<file path="config.mk">
export PLATFORM = sky130hd
export DESIGN_NAME = awgn_iq_channel_flat
export DESIGN_NICKNAME = d
export VERILOG_FILES = /design/src/rtl/awgn_iq_channel_if.sv /design/src/rtl/awgn_iq_channel.sv /design/src/flat_wrapper.sv
export SDC_FILE = /design/constraint.sdc
export NUM_CORES = 1
export LEC_CHECK = 0
export ABC_AREA = 1
export CORE_ASPECT_RATIO = 1.5
export CORE_MARGIN = 8
export CORE_UTILIZATION = 40
export DETAILED_ROUTE_END_ITERATION = 10
export DONT_BUFFER_PORTS = 1
export HOLD_SLACK_MARGIN = 0.1
export SETUP_SLACK_MARGIN = 0.15
export SYNTH_ARGS = -nofsm -noshare
export SYNTH_HDL_FRONTEND = slang
export SYNTH_SLANG_ARGS = --single-unit
</file>
<file path="constraint.sdc">
create_clock -name clk -period 9.2 [get_ports clk]
set_clock_uncertainty 0.1 [all_clocks]
set_input_delay 1.84 -clock clk [delete_from_list [all_inputs] [get_ports clk]]
set_output_delay 1.84 -clock clk [all_outputs]
set_load 0.02 [all_outputs]
</file>
<file path="src/rtl/awgn_iq_channel_if.sv">
// Sample-stream interface for awgn_iq_channel: upstream I/Q samples with per-sample
// controls, downstream noisy I/Q samples, and the clip counter.
interface awgn_iq_channel_if #(
  parameter int DATA_W = 8
);
  logic                     in_valid;
  logic                     in_ready;
  logic signed [DATA_W-1:0] x_in_real;
  logic signed [DATA_W-1:0] x_in_imag;
  logic        [3:0]        snr_db;
  logic                     noise_en;
  logic                     reseed;
  logic                     out_valid;
  logic                     out_ready;
  logic signed [DATA_W-1:0] y_out_real;
  logic signed [DATA_W-1:0] y_out_imag;
  logic        [15:0]       sat_count;

  modport master (
    output in_valid, x_in_real, x_in_imag, snr_db, noise_en, reseed, out_ready,
    input  in_ready, out_valid, y_out_real, y_out_imag, sat_count
  );

  modport slave (
    input  in_valid, x_in_real, x_in_imag, snr_db, noise_en, reseed, out_ready,
    output in_ready, out_valid, y_out_real, y_out_imag, sat_count
  );
endinterface

</file>
<file path="src/rtl/awgn_iq_channel.sv">
// Complex AWGN channel: per-rail sum of four LFSR uniforms, SNR-scaled, added to I/Q and
// saturated, in a 3-stage valid/ready pipeline. Define AWGN_SAT_CNT_EN to build the clip counter.
module awgn_iq_channel #(
  parameter int          DATA_W      = 8,
  parameter int          NOISE_SHIFT = 2,
  parameter logic [15:0] SEED_BASE   = 16'hACE1,
  parameter logic [15:0] LFSR_POLY   = 16'hB400
) (
  input logic              clk,
  input logic              reset,
  awgn_iq_channel_if.slave bus
);

  localparam int SUM_W   = 10;
  localparam int PROD_W  = SUM_W + 10;
  localparam int NOISE_W = 10;
  // Adder width that can never wrap for any DATA_W, so saturation sees the true sum.
  localparam int ACC_W   = ((DATA_W + 3) > (NOISE_W + 2)) ? (DATA_W + 3) : (NOISE_W + 2);
  localparam logic signed [ACC_W-1:0] Y_MAX = ACC_W'((1 <<< (DATA_W - 1)) - 1);
  localparam logic signed [ACC_W-1:0] Y_MIN = ACC_W'(-(1 <<< (DATA_W - 1)));

  function automatic logic [15:0] seed_of(input int k);
    logic [15:0] s;
    s = SEED_BASE + 16'(k) * 16'h1111;
    return (s == 16'h0000) ? 16'h0001 : s;
  endfunction

  function automatic logic [15:0] lfsr_step(input logic [15:0] s);
    return s[0] ? ((s >> 1) ^ LFSR_POLY) : (s >> 1);
  endfunction

  function automatic logic signed [7:0] uniform(input logic [15:0] s);
    return {~s[7], s[6:0]};
  endfunction

  // round(256 * 10^(-k/20)) for k = 0..15 dB.
  function automatic logic [8:0] sigma_of(input logic [3:0] k);
    case (k)
      4'd0:    return 9'd256;
      4'd1:    return 9'd228;
      4'd2:    return 9'd203;
      4'd3:    return 9'd181;
      4'd4:    return 9'd162;
      4'd5:    return 9'd144;
      4'd6:    return 9'd128;
      4'd7:    return 9'd114;
      4'd8:    return 9'd102;
      4'd9:    return 9'd91;
      4'd10:   return 9'd81;
      4'd11:   return 9'd72;
      4'd12:   return 9'd64;
      4'd13:   return 9'd57;
      4'd14:   return 9'd51;
      default: return 9'd46;
    endcase
  endfunction

  function automatic logic signed [DATA_W-1:0] saturate(input logic signed [ACC_W-1:0] v);
    if (v > Y_MAX)      return DATA_W'(Y_MAX);
    else if (v < Y_MIN) return DATA_W'(Y_MIN);
    else                return DATA_W'(v);
  endfunction

  // Flow control: every stage advances together whenever the output register can move.
  logic adv;
  logic accept;
  logic out_valid_q;

  assign adv          = !out_valid_q | bus.out_ready;
  assign accept       = bus.in_valid & adv;
  assign bus.in_ready = adv;

  // LFSR bank: 0..3 feed I, 4..7 feed Q.
  logic [15:0] lfsr_q [8];

  // NOTE: the seed bank is a handful of flops, not a RAM, and must reset because the
  // noise sequence after reset is defined by it.
  always_ff @(posedge clk or posedge reset) begin
    if (reset) begin
      for (int k = 0; k < 8; k++) lfsr_q[k] <= seed_of(k);
    end else if (bus.reseed) begin
      for (int k = 0; k < 8; k++) lfsr_q[k] <= seed_of(k);
    end else if (accept) begin
      for (int k = 0; k < 8; k++) lfsr_q[k] <= lfsr_step(lfsr_q[k]);
    end
  end

  logic signed [SUM_W-1:0] sum_i;
  logic signed [SUM_W-1:0] sum_q;

  // NOTE: blocking assignments here make the running sum chain within one evaluation;
  // assigning a default first keeps the block free of inferred latches.
  always_comb begin
    sum_i = '0;
    sum_q = '0;
    for (int k = 0; k < 4; k++) begin
      sum_i = sum_i + SUM_W'(uniform(lfsr_q[k]));
      sum_q = sum_q + SUM_W'(uniform(lfsr_q[k + 4]));
    end
  end

  // Stage 1: capture the sample, its controls and the raw noise sums.
  logic                     v1;
  logic signed [DATA_W-1:0] x1_r, x1_i;
  logic        [3:0]        snr1;
  logic                     nen1;
  logic signed [SUM_W-1:0]  sum1_i, sum1_q;

  // NOTE: sequential state uses non-blocking assignments so every stage samples the
  // previous stage's value from before the edge.
  always_ff @(posedge clk or posedge reset) begin
    if (reset) begin
      v1     <= 1'b0;
      x1_r   <= '0;
      x1_i   <= '0;
      snr1   <= '0;
      nen1   <= 1'b0;
      sum1_i <= '0;
      sum1_q <= '0;
    end else if (adv) begin
      v1     <= bus.in_valid;
      x1_r   <= bus.x_in_real;
      x1_i   <= bus.x_in_imag;
      snr1   <= bus.snr_db;
      nen1   <= bus.noise_en;
      sum1_i <= sum_i;
      sum1_q <= sum_q;
    end
  end

  // Stage 2: scale by the SNR gain; the arithmetic shift floors toward minus infinity.
  logic        [8:0]         g;
  logic signed [PROD_W-1:0]  prod_i, prod_q;
  logic signed [NOISE_W-1:0] noise_i, noise_q;

  always_comb begin
    g       = sigma_of(snr1);
    prod_i  = PROD_W'(sum1_i) * PROD_W'($signed({1'b0, g}));
    prod_q  = PROD_W'(sum1_q) * PROD_W'($signed({1'b0, g}));
    noise_i = '0;
    noise_q = '0;
    if (nen1) begin
      noise_i = NOISE_W'(prod_i >>> (8 + NOISE_SHIFT));
      noise_q = NOISE_W'(prod_q >>> (8 + NOISE_SHIFT));
    end
  end

  logic                      v2;
  logic signed [DATA_W-1:0]  x2_r, x2_i;
  logic signed [NOISE_W-1:0] n2_i, n2_q;

  always_ff @(posedge clk or posedge reset) begin
    if (reset) begin
      v2   <= 1'b0;
      x2_r <= '0;
      x2_i <= '0;
      n2_i <= '0;
      n2_q <= '0;
    end else if (adv) begin
      v2   <= v1;
      x2_r <= x1_r;
      x2_i <= x1_i;
      n2_i <= noise_i;
      n2_q <= noise_q;
    end
  end

  // Stage 3: add and saturate into the output register.
  logic signed [ACC_W-1:0] acc_r, acc_i;

  always_comb begin
    acc_r = ACC_W'(x2_r) + ACC_W'(n2_i);
    acc_i = ACC_W'(x2_i) + ACC_W'(n2_q);
  end

  logic signed [DATA_W-1:0] y_r_q, y_i_q;

  always_ff @(posedge clk or posedge reset) begin
    if (reset) begin
      out_valid_q <= 1'b0;
      y_r_q       <= '0;
      y_i_q       <= '0;
    end else if (adv) begin
      out_valid_q <= v2;
      y_r_q       <= saturate(acc_r);
      y_i_q       <= saturate(acc_i);
    end
  end

  assign bus.out_valid  = out_valid_q;
  assign bus.y_out_real = y_r_q;
  assign bus.y_out_imag = y_i_q;

`ifdef AWGN_SAT_CNT_EN
  // A sample counts as clipped if either rail hit a rail limit.
  logic        clip3;
  logic [15:0] sat_cnt_q;

  always_ff @(posedge clk or posedge reset) begin
    if (reset) begin
      clip3 <= 1'b0;
    end else if (adv) begin
      clip3 <= (acc_r > Y_MAX) | (acc_r < Y_MIN) | (acc_i > Y_MAX) | (acc_i < Y_MIN);
    end
  end

  always_ff @(posedge clk or posedge reset) begin
    if (reset) begin
      sat_cnt_q <= '0;
    end else if (out_valid_q && bus.out_ready && clip3 && (sat_cnt_q != 16'hFFFF)) begin
      sat_cnt_q <= sat_cnt_q + 16'd1;
    end
  end

  assign bus.sat_count = sat_cnt_q;
`else
  assign bus.sat_count = 16'h0000;
`endif

endmodule

</file>
<file path="src/flat_wrapper.sv">
// flat-port wrapper written by rule: the top's interface ports become plain ports
module awgn_iq_channel_flat 
#(
  parameter int          DATA_W      = 8,
  parameter int          NOISE_SHIFT = 2,
  parameter logic [15:0] SEED_BASE   = 16'hACE1,
  parameter logic [15:0] LFSR_POLY   = 16'hB400
)
  (clk, reset, bus_in_valid, bus_x_in_real, bus_x_in_imag, bus_snr_db, bus_noise_en, bus_reseed, bus_out_ready, bus_in_ready, bus_out_valid, bus_y_out_real, bus_y_out_imag, bus_sat_count);
  awgn_iq_channel_if #(.DATA_W(DATA_W)) bus_i ();
  input logic clk;
  input logic reset;
  input wire logic [$bits(bus_i.in_valid)-1:0] bus_in_valid;
  input wire logic [$bits(bus_i.x_in_real)-1:0] bus_x_in_real;
  input wire logic [$bits(bus_i.x_in_imag)-1:0] bus_x_in_imag;
  input wire logic [$bits(bus_i.snr_db)-1:0] bus_snr_db;
  input wire logic [$bits(bus_i.noise_en)-1:0] bus_noise_en;
  input wire logic [$bits(bus_i.reseed)-1:0] bus_reseed;
  input wire logic [$bits(bus_i.out_ready)-1:0] bus_out_ready;
  output wire logic [$bits(bus_i.in_ready)-1:0] bus_in_ready;
  output wire logic [$bits(bus_i.out_valid)-1:0] bus_out_valid;
  output wire logic [$bits(bus_i.y_out_real)-1:0] bus_y_out_real;
  output wire logic [$bits(bus_i.y_out_imag)-1:0] bus_y_out_imag;
  output wire logic [$bits(bus_i.sat_count)-1:0] bus_sat_count;
  assign bus_i.in_valid = bus_in_valid;
  assign bus_i.x_in_real = bus_x_in_real;
  assign bus_i.x_in_imag = bus_x_in_imag;
  assign bus_i.snr_db = bus_snr_db;
  assign bus_i.noise_en = bus_noise_en;
  assign bus_i.reseed = bus_reseed;
  assign bus_i.out_ready = bus_out_ready;
  assign bus_in_ready = bus_i.in_ready;
  assign bus_out_valid = bus_i.out_valid;
  assign bus_y_out_real = bus_i.y_out_real;
  assign bus_y_out_imag = bus_i.y_out_imag;
  assign bus_sat_count = bus_i.sat_count;
  awgn_iq_channel #(.DATA_W(DATA_W), .NOISE_SHIFT(NOISE_SHIFT), .SEED_BASE(SEED_BASE), .LFSR_POLY(LFSR_POLY)) u_core (.clk(clk), .reset(reset), .bus(bus_i));
endmodule
</file>
==> reports/metrics.yaml, run 1 <==
yosys:
  ys_seq_elements: 224
  ys_seq_area_share_pct: 30.9
  synth_top_area_share_pct: 22.7
  yosys.area.top_type: "dfrtp_1"
  yosys_warnings: 0
  syn_inst: 2136
  avgSynthCellArea_um2: 8.60
  ys_types: 50
  synth_area_leaders: "dfrtp_1 23%, fa_1 21%, inv_1 9.5%"
  synth_area_um2: 18400
timing:
  finalSetupTns_ns: 0
  max_freq_ghz: 0.148
  grt_setup_unrepaired: "false"
  finalHoldViolCount: 0
  tightestPinTransition_ns: 1.13
  finalSetupViolCount: 0
  min_period_over_period_pct: 73.5
  period_minus_slack_ns: 6.76
  relSlewSlack_pct: 24.7
  slew_viol_final: 0
grt:
  grt_pass1_vias: 15000
  grt_remaining_overflow: 0
  grt_max_degree: 97
  antenna_found_initial: 0
  grt_pass1_wl_um: 73700
  grt.total_usage_pct: 17.0
place:
  globalplace.congestion: 0.918
  hpwl_um: 33800
  portBuffers: 0
final_layout:
  fillers: 4496
  mostFrequentLayoutCells: "465 x inv_1, 418 x nand2_1, 194 x fa_1"
  syn_to_final_growth_pct: 7.54
  final_core_util_pct: 43.4
  fin_nets: 2465
  mostFrequentLayoutCell: "inv_1"
  drive_above_1_share_pct: 6.56
  antennaDiodeCount: 0
clock_network:
  cts_root_buffer: "clkbuf_16"
  clkTransAtPathRegs_ns: 0.06
  clkSinkCount: 224
  cts_tree: "done"
  post_cts_buffers: 0
  cts_max_level: 1
  cts_resized: 0
  clkLatencyLatePin_ns: 0.55
  cts_buffers: 26
  clock_path_buffers: 3
  cts-hold-fix-buffers: 0
route:
  wl_per_cell_um: 16.2
  drtAntennaViolNets: 0
  drt_iter0_drc: 707
  wl_um: 44100
  viasPerCell: 5.02
  dr_total_vias: 13700
  drc: 0
  dr.pass1.iters: 5
critical_path:
  max_stage_delay_ns: 0.56
  reg2regPathDepth: 28
  critPathLaunchType: "flip-flop"
  setup.worst_path.class: "reg2reg"
  timing.rr.end: "u_core.n2_q[9]"
  cpMaxStageDelayCell: "fa_1"
  rr_startpoint: "u_core.snr1[0]"
  worstPathMaxFanout: 12
  end_kind: "flip-flop"
  rrSetupSlack_ns: 2.44
  required_ns: 9.54
  worstPathArrival_ns: 7.10
floorplanning:
  die_h_um: 279
  start_util_pct: 40.4
  rows: 96
  ios: 60
  die_area_um2: 53200
  die_w_um: 191
  core_um2: 45500
min_path:
  holdPathEnd: "u_core.bus.out_valid"
  whs_path_depth: 2
  min_path_type: "reg2reg"
  hp-start: "u_core.v2"
flow_run:
  cap_violations: 0
run_status:
  status: "complete, no violations"
sequential cells by signal (all words and copies together) (netlist names):
| register | count |
|---|---|
| u_core.bus.out_valid | 1 |
| u_core.x1_i | 8 |
| u_core.v1 | 1 |
| u_core.x1_r | 8 |
| u_core.n2_i | 10 |
| u_core.sum1_q | 10 |
| u_core.bus.y_out_imag | 8 |
| u_core.x2_r | 8 |
| u_core.v2 | 1 |
| u_core.bus.y_out_real | 8 |
| u_core.snr1 | 4 |
| u_core.nen1 | 1 |
| u_core.n2_q | 10 |
| u_core.lfsr_q | 128 |
| u_core.sum1_i | 10 |
| u_core.x2_i | 8 |
routing by layer:
layer  wire length [µm]  track usage [%]  part of all wire (%)  up-vias
li1                   -                -                     -     6513
met1              16600             18.3                    38     6753
met2              23700             31.9                    54      259
met3               1440             1.97                   3.3      132
met4               2330             9.07                   5.3        0
met5                  0                0                     0        -
kinds of logic (layout without fill, tap and decap cells):
group | after synthesis | after routing | synth area share [%]
AND/OR/NAND/NOR | 690 | 690 | 15.3
buffers and inverters | 548 | 532 | 11.8
adder cells (fa/ha/maj) | 324 | 324 | 30.0
AO/OA/AOI/OAI | 304 | 304 | 9.90
flip-flops | 224 | 224 | 30.9
XOR/XNOR | 45 | 45 | 2.14
other | 1 | 16 | 0.0204
synth_stat cells, drive strengths merged:
| master | count |
|---|---|
| a21boi | 2 |
| nand2 | 427 |
| o31ai | 5 |
| dfstp | 57 |
| o21ai | 85 |
| clkinv | 1 |
| o21a | 4 |
| a22oi | 44 |
| a31oi | 1 |
| inv | 474 |
| or2 | 3 |
| nand3b | 9 |
| a32oi | 5 |
| o21bai | 5 |
| nand4 | 6 |
| nor4 | 2 |
| o22ai | 61 |
| buf | 33 |
| conb | 1 |
| xor2 | 17 |
| ha | 130 |
| fa | 194 |
| o211ai | 2 |
| a211oi | 3 |
| clkbuf | 40 |
| dfrtp | 167 |
| nand3 | 52 |
| nor3 | 9 |
| nor2 | 178 |
| and2 | 4 |
| a21oi | 87 |
| xnor2 | 28 |
critical path: cells and delay by family (launching register included):
family | cells | cell delay, ns
adders and majority gates | 7 | 3.20
and+or+nand+nor | 12 | 1.65
buffers and inverters | 8 | 0.95
DFF | 1 | 0.40
AOI/OAI and AO/OA | 1 | 0.33
final cells by class:
class                      count  area [µm²]  share of cell area [%]
clock buffer                  37         787                    3.98
tap                          588         736                    3.72
multi-input combinational   1379       10600                    53.7
inverter                     475        1800                    9.10
timing repair buffer           9        67.6                   0.342
clock inverter                11        90.1                   0.456
sequential                   224        5680                    28.7
how the worst max path moves through the flow:
stage / startpoint / cells past startpoint / to / slack [ns]
floorplan: reset / 1 / u_core.bus.out_valid / 1.22
global placement: u_core.snr1[0] / 28 / u_core.n2_i[9] / 2.65
detailed placement: u_core.snr1[0] / 28 / u_core.n2_i[9] / 2.47
CTS: u_core.snr1[0] / 28 / u_core.n2_i[9] / 2.47
global route: u_core.snr1[0] / 28 / u_core.n2_q[9] / 2.04
finish: u_core.snr1[0] / 28 / u_core.n2_q[9] / 2.44
per-stage QoR:
step           cell area [µm²]  worst slack (ns)  hold slack (ns)  cells
2_1_floorplan            18400              1.22            0.320   2151
3_3_place_gp             18900              2.65            0.333   2675
3_5_place_dp             18900              2.47            0.344   2675
4_1_cts                  19800              2.47            0.360   2723
5_1_grt                  19800              2.04            0.382   2723
6_report                 19800              2.44            0.354   2723
Power of run 1 is not shown: default switching activity piles up to over one toggle a cycle in this logic, so the estimate is an artifact.
==> run 2, diff against run 1 <==
- clock period: 9.2 -> 7.1 ns (I/O delays scaled with it)
==> reports/metrics.yaml, run 2 (synthesis results as in run 1) <==
final_layout:
  largest-register: "u_core.lfsr_q"
  layout.area.seq_um2: 5680
  fillers: 4508
  fin_area_um2: 19800
  multi_input_area_um2: 10600
  mostFrequentLayoutCells: "463 x inv_1, 418 x nand2_1, 194 x fa_1"
  final_core_util_pct: 43.5
  syn_to_final_growth_pct: 7.73
  antennaDiodeCount: 0
  mostFrequentLayoutCell: "inv_1"
  fin_nets: 2466
  drive_above_1_share_pct: 6.74
  largest_reg_flops: 128
critical_path:
  critPathCapture: "u_core.n2_i[9]"
  startpoint: "u_core.snr1[0]"
  worstPathArrival_ns: 6.84
  end_kind: "flip-flop"
  required_ns: 7.43
  critPathLaunchType: "flip-flop"
  rr_startpoint: "u_core.snr1[0]"
  rrSetupSlack_ns: 0.59
  timing.rr.end: "u_core.n2_i[9]"
  reg2regPathDepth: 26
  worstPathMaxFanout: 5
  setup.worst_path.class: "reg2reg"
route:
  wl_um: 43300
  wl_per_cell_um: 15.9
  drtAntennaViolNets: 0
  dr.pass1.iters: 5
  drc: 0
  dr.max_layer_used: "met4"
  routedLengthMet1_um: 16100
  dr_total_vias: 13600
  viasPerCell: 5.00
  wl_met2_um: 23600
  drt_iter0_drc: 721
  wl_met3_um: 1430
clock_network:
  clock_path_buffers: 3
  cts-hold-fix-buffers: 0
  clkSinkCount: 224
  clkLatencyLatePin_ns: 0.55
  cts_tree: "done"
  cts_max_level: 1
  clkTransAtPathRegs_ns: 0.06
  cts_root_buffer: "clkbuf_16"
  cts_buffers: 26
min_path:
  min_path_type: "reg2reg"
floorplanning:
  rows: 96
  die_area_um2: 53200
  die_h_um: 279
  die_w_um: 191
  core_um2: 45500
  start_util_pct: 40.4
  ios: 60
place:
  dpl_cell_area_um2: 18900
  globalplace.congestion: 0.903
  place_ws_ns: 0.590
  portBuffers: 0
  hpwl_um: 33700
timing:
  tightestPinTransition_ns: 1.14
  finalSetupTns_ns: 0
  max_freq_ghz: 0.154
  relSlewSlack_pct: 23.8
  finalSetupViolCount: 0
  period_minus_slack_ns: 6.51
  slew_viol_final: 0
  grt_setup_unrepaired: "true"
  fin_ws_ns: 0.594
  min_period_over_period_pct: 91.6
  finalHoldViolCount: 0
grt:
  grt_pass1_wl_um: 73400
  antenna_found_initial: 0
  grt_pass1_vias: 14900
  grt_remaining_overflow: 0
  grt_max_degree: 129
  grt.total_usage_pct: 16.9
run_status:
  status: "complete, no violations"
flow_run:
  cap_violations: 0
run 2: critical path, stage by stage, from the launching register on:
cell and delay, ns:
dfrtp_1 0.41, inv_1 0.13, ha_1 0.34, inv_1 0.11, nand2_1 0.08, nand3_1 0.35
nand2_1 0.28, nor2_1 0.31, fa_1 0.47, inv_1 0.28, fa_1 0.54, fa_1 0.55
inv_1 0.06, fa_1 0.52, inv_1 0.05, fa_1 0.50, inv_1 0.05, ha_1 0.34
inv_1 0.13, o21bai_1 0.27, nand3_1 0.12, nand4_1 0.10, inv_1 0.05, nand2_2 0.07
nand2_1 0.05, nand3_1 0.09, nand2_1 0.05
run 2: area by class of cell:
type                            instances  area share, %
Multi-Input combinational cell       1379           53.6
Tap cell                              588           3.72
Inverter                              475           9.11
Sequential cell                       224           28.7
Clock inverter                          7          0.373
Clock buffer                           40           4.11
Timing Repair Buffer                   10          0.442
run 2: how the worst min path moves through the flow:
stage                   start                   end  slack (ns)  cells past startpoint
floorplan           u_core.v2  u_core.bus.out_valid        0.32                      2
global placement    u_core.v2  u_core.bus.out_valid        0.34                      2
detailed placement  u_core.v2  u_core.bus.out_valid        0.35                      2
CTS                 u_core.v2  u_core.bus.out_valid        0.37                      2
global route        u_core.v2  u_core.bus.out_valid        0.39                      2
finish              u_core.v2  u_core.bus.out_valid        0.36                      2
run 2: metrics by stage:
stage	cells	hold WS [ns]
6_report	2723	0.358
5_1_grt	2723	0.387
4_1_cts	2723	0.365
3_5_place_dp	2676	0.349
3_3_place_gp	2676	0.338
2_1_floorplan	2151	0.320
run 2: repair_timing:
item / in CTS / in global routing
resized for setup: 0 / 2
endpoints found under the setup margin: 0 / 3
buffers inserted: 0 / 0
hold endpoints to repair: 0 / 0
run 2: metal layers:
layer  GRT usage (%)  up-vias
met5               0        -
met4            8.07        0
met1            17.9     6753
met3            2.10      116
li1                -     6517
met2            32.2      236
Power of run 2 is left out for the same reason.
